--- config.mk ---
export PLATFORM = sky130hd
export DESIGN_NAME = lm32_ram_fifo
export DESIGN_NICKNAME = d
export VERILOG_FILES = /design/src/rtl/lm32_ram_fifo.sv
export SDC_FILE = /design/constraint.sdc
export NUM_CORES = 1
export LEC_CHECK = 0
export BUFFER_PORTS_ARGS = -buffer_cell sky130_fd_sc_hd__buf_2
export CAP_MARGIN = 40
export CORE_MARGIN = 3
export CORE_UTILIZATION = 35
export CTS_CLUSTER_DIAMETER = 100
export CTS_CLUSTER_SIZE = 10
export DETAILED_ROUTE_END_ITERATION = 7
export SLEW_MARGIN = 10
export SYNTH_ARGS = -nofsm -noshare
export SYNTH_HDL_FRONTEND = slang
export SYNTH_SLANG_ARGS = --single-unit
--- constraint.sdc ---
create_clock -name clk_i -period 9.7 [get_ports clk_i]
set_input_delay 1.455 -clock clk_i [delete_from_list [all_inputs] [get_ports clk_i]]
set_output_delay 1.455 -clock clk_i [all_outputs]
set_load 0.01 [all_outputs]
--- src/rtl/lm32_ram_fifo.sv ---
// ============================================================================
// Module   : lm32_ram_fifo
// Summary  : Single-clock FIFO on a registered-read-address array. The reader
//            side is a valid/ready stream that sustains one pop per cycle.
// Revision : 1.0  initial release
// ============================================================================
`default_nettype none

module lm32_ram_fifo #(
  parameter int addr_width = 4,
  parameter int data_width = 32
) (
  input  logic                  clk_i,
  input  logic                  rst_i,
  input  logic                  push_i,
  input  logic [data_width-1:0] push_data_i,
  output logic                  full_o,
  output logic [data_width-1:0] rdata_o,
  output logic                  valid_o,
  input  logic                  ready_i,
  output logic [addr_width:0]   level_o
);

  localparam int                    c_depth      = 1 << addr_width;
  localparam logic [addr_width:0]   c_full_count = (addr_width+1)'(c_depth);
  localparam logic [addr_width:0]   c_count_one  = (addr_width+1)'(1);
  localparam logic [addr_width-1:0] c_ptr_one    = addr_width'(1);

  logic [data_width-1:0] r_mem [c_depth];

  logic [addr_width-1:0] r_wptr;
  logic [addr_width-1:0] r_rptr;
  logic [addr_width-1:0] r_raddr;
  logic [addr_width:0]   r_count;
  logic                  r_full;
  logic                  r_pending;
  logic                  r_out_valid;
  logic [data_width-1:0] r_out_data;
  logic                  r_skid_valid;
  logic [data_width-1:0] r_skid_data;

  logic                  w_push;
  logic                  w_pop;
  logic                  w_fetch;
  logic [1:0]            w_occupancy;
  logic [addr_width:0]   w_count_next;
  logic [data_width-1:0] w_rd_data;

  assign w_push    = push_i & ~r_full;
  assign w_pop     = r_out_valid & ready_i;
  assign w_rd_data = r_mem[r_raddr];

  // Words already committed to the output side after this edge: in flight plus
  // buffered, minus the one leaving. Never exceeds two.
  assign w_occupancy = {1'b0, r_pending} + {1'b0, r_out_valid}
                     + {1'b0, r_skid_valid} - {1'b0, w_pop};
  assign w_fetch     = (r_wptr != r_rptr) && (w_occupancy < 2'd2);

  always_comb begin
    w_count_next = r_count;
    if (w_push && !w_pop) begin
      w_count_next = r_count + c_count_one;
    end else if (!w_push && w_pop) begin
      w_count_next = r_count - c_count_one;
    end
  end

  // Array storage is deliberately left unreset.
  always_ff @(posedge clk_i) begin
    if (w_push) begin
      r_mem[r_wptr] <= push_data_i;
    end
  end

  always_ff @(posedge clk_i) begin
    if (rst_i) begin
      r_wptr  <= '0;
      r_count <= '0;
      r_full  <= 1'b0;
    end else begin
      if (w_push) begin
        r_wptr <= r_wptr + c_ptr_one;
      end
      r_count <= w_count_next;
      r_full  <= (w_count_next == c_full_count);
    end
  end

  always_ff @(posedge clk_i) begin
    if (rst_i) begin
      r_rptr    <= '0;
      r_raddr   <= '0;
      r_pending <= 1'b0;
    end else begin
      r_pending <= w_fetch;
      if (w_fetch) begin
        r_raddr <= r_rptr;
        r_rptr  <= r_rptr + c_ptr_one;
      end
    end
  end

  // The skid word is always older than a landing fetch, so it moves forward
  // first whenever the output register frees up.
  always_ff @(posedge clk_i) begin
    if (rst_i) begin
      r_out_valid  <= 1'b0;
      r_out_data   <= '0;
      r_skid_valid <= 1'b0;
      r_skid_data  <= '0;
    end else if (r_pending) begin
      if (!r_out_valid || w_pop) begin
        r_out_valid <= 1'b1;
        if (r_skid_valid) begin
          r_out_data  <= r_skid_data;
          r_skid_data <= w_rd_data;
        end else begin
          r_out_data  <= w_rd_data;
        end
      end else begin
        r_skid_data  <= w_rd_data;
        r_skid_valid <= 1'b1;
      end
    end else if (!r_out_valid || w_pop) begin
      if (r_skid_valid) begin
        r_out_data   <= r_skid_data;
        r_out_valid  <= 1'b1;
        r_skid_valid <= 1'b0;
      end else begin
        r_out_valid <= 1'b0;
      end
    end
  end

  assign full_o  = r_full;
  assign rdata_o = r_out_data;
  assign valid_o = r_out_valid;
  assign level_o = r_count;

endmodule

`default_nettype wire

==> metrics <==
Final Cycle Share=37.3%; asr flop ratio synth=0%; Adder-Cell Fraction of Synth Area=0.486%; count leader, synth=edfxtp_1; # IOs=75; GRT Util Overall=16.0%; Peak VDD IR=0.107 mV; minimum clock period=3.62 ns; # Post-CTS Setup Buffers=0; CTS buffer count=70; die width=263 µm; syn_area_per_cell=17.5 µm²; Max-slew headroom=36.8%; Post-DP HPWL=29600 µm; port bufs=74; P_leak=8.46 nW; CORE AREA=64900 µm²; Synth Cell Area=23200 µm²; clock latency on the worst-skew pair=0.60 ns; multi-input combinational cell area=5670 µm²; grt ovf=0; Slew Viols, Final=0; Min-Delay Path Class=flip-flop to flip-flop; top cells by count, synth=edfxtp_1 (512), mux2i_1 (105), dfxtp_1 (89); register area share after synthesis=74.1%; register area=17200 µm²; TritonRoute pass-1 iters=5; final setup TNS=0 ns; Max stage delay cell, worst path=buf_4; CTS max path bufs=3; Synthesized Nets=1365; Post-synth EDFFs=512; nets=1470; via count=12200; share of the synthesized area in the top cell type=66.4%; ys flop type=edfxtp_1; Peak Freq=0.276 GHz; Ys Warns=0; CP cell instances=buf_4, buf_4, nor2b_4, buf_4, a221oi_1, o21ai_0, a21boi_1, a211oi_2; met1 usage=22.7%; full die area=69300 µm²; Final setup viols=0; Post-Layout Cell Count=2339; area leader, netlist=edfxtp_1; complex-gate fraction of the synthesized area=7.67%; Post-Synth Simple-Gate Area=3.07%; WP data required=10.14 ns; critical path class=flip-flop to flip-flop; drt total wl=55600 µm; # fillers=5748; Remaining DRCs=0; GRT busiest layer=met2; drt wl/cell=23.8 µm; first-pass GRT wire length=82500 µm; share of post-route cells with drive strength above 1=24.4%; CP delay by family, top=buffers and inverters; fraction of synthesized area in multiplexers=12.2%; CTS sink count=601; Slew @ Worst Pin=0.947 ns; TritonCTS clock tree=done; main combinational cell family by area after synthesis=multiplexers; library cells used by synthesis=44; status=finished clean; initial DRC count=928; vias per cell=5.23; hold_buf cts=0; maxcap violations=0; post-synthesis instance total=1320; placed insts=2208; Die Ht=263 µm; initial antenna violation count=8; critical path's largest stage delay=0.67 ns; Crit Path Max Fanout=42; Initial Util=35.7%; Layout Skew=0.0317 ns; Syn-to-layout area delta=15.6%; clock slew at reported path FFs=0.05 ns; H-tree levels=3; most frequent cell on the critical path=buf_4; Final GP Congestion=0.751; Yosys reg bits=601; met3 Use GR=2.95%; grt met2 use=25.3%; post-cts sizing count=0; vias in the first global route=12300; crit path launch type=flip-flop; pwr dens=240 nW/µm²; WP data arrival=4.06 ns; CP Capture Type=flip-flop; Root Driver=clkbuf_16; RSZ-0062 raised after global routing=false; post-route ant nets=0; Hold Fails Final Rpt=0; Area contributors post-synth=edfxtp_1 (66%), dfxtp_1 (7.7%), mux4_2 (6.2%); pin count of the biggest net entering global routing=46; Synth Area in XOR/XNOR=0.529%; crit path buf inv count=3; row cnt=93
-- area by class of cell --
| class | instances | share of cell area [%] |
|---|---|---|
| Sequential cell | 601 | 64.1 |
| Clock buffer | 125 | 7.63 |
| Multi-Input combinational cell | 631 | 21.2 |
| Timing Repair Buffer | 112 | 2.79 |
| Inverter | 9 | 0.126 |
| Tap cell | 855 | 3.99 |
| Clock inverter | 4 | 0.159 |
| Antenna cell | 2 | 0.0187 |
-- flip-flops by register name (all words and copies together) (netlist names), named ones only --
register / flops
r_skid_data: 32
r_pending: 1
r_raddr: 4
rdata_o: 32
r_wptr: 4
r_skid_valid: 1
r_mem: 512
full_o: 1
r_rptr: 4
valid_o: 1
level_o: 5
-- power by group --
group	internal [mW]	switching (mW)	total [mW]
registers	2.91	0.0848	2.99
clock network	1.42	0.977	2.40
logic	0.439	0.582	1.02
-- per-layer routing --
metal  part of all wire, %  routed length [µm]
met3                   5.5                3050
met2                    47               26200
met5                  0.11                  62
met1                    46               25400
met4                   1.6                 895
-- stage by stage --
step | hold slack, ns | setup WS (ns) | util, % | total power, mW | area [µm²]
2_1_floorplan | 0.426 | 4.90 | - | 3.75 | 23200
3_3_place_gp | 0.434 | 6.02 | 37.8 | 4.04 | 24600
3_5_place_dp | 0.443 | 5.92 | 38.0 | 4.08 | 24700
4_1_cts | 0.455 | 6.10 | 41.2 | 6.48 | 26800
5_1_grt | 0.477 | 5.93 | 41.2 | 6.68 | 26800
6_report | 0.453 | 6.08 | 41.2 | 6.42 | 26800
-- tightest hold or removal path, stage by stage (launching register included) --
cell     delay [ns]
dfxtp_1        0.32
nand2_1        0.04
o21ai_0        0.05
-- cells by family after synthesis --
kind of cell             after synthesis
buffers and inverters                 88
AO/OA/AOI/OAI                        258
multiplexers                         198
AND/OR/NAND/NOR                      152
XOR/XNOR                              14
adder cells (fa/ha/maj)                9
flip-flops                           601
-- final timing paths --
kind                       start             end  slack (ns)  depth (start not counted)
hold reg to reg   r_skid_data[8]  r_skid_data[8]        0.45                          2
hold / removal    r_skid_data[8]  r_skid_data[8]        0.45                          2
setup / recovery       flip-flop     rdata_o[10]        6.08                          8
setup reg to reg       flip-flop     rdata_o[10]        6.08                          8
-- cells in the final DEF, fill, tap and decap left out, drive strengths merged, types with 9 or more instances in the layout --
cell | netlist | final
mux2i | 105 | 105
nor2b | 9 | 9
or2 | 27 | 27
dfxtp | 89 | 89
o22ai | 34 | 34
a21oi | 29 | 29
ha | 9 | 9
a21boi | 25 | 25
inv | 9 | 12
o21ai | 92 | 92
mux4 | 64 | 64
a221oi | 31 | 31
a211oi | 36 | 36
nand2 | 53 | 53
clkbuf | 44 | 125
edfxtp | 512 | 512
buf | 35 | 112
nor2 | 39 | 39
mux2 | 29 | 29
Note: power is estimated with default switching activity, not from simulation.
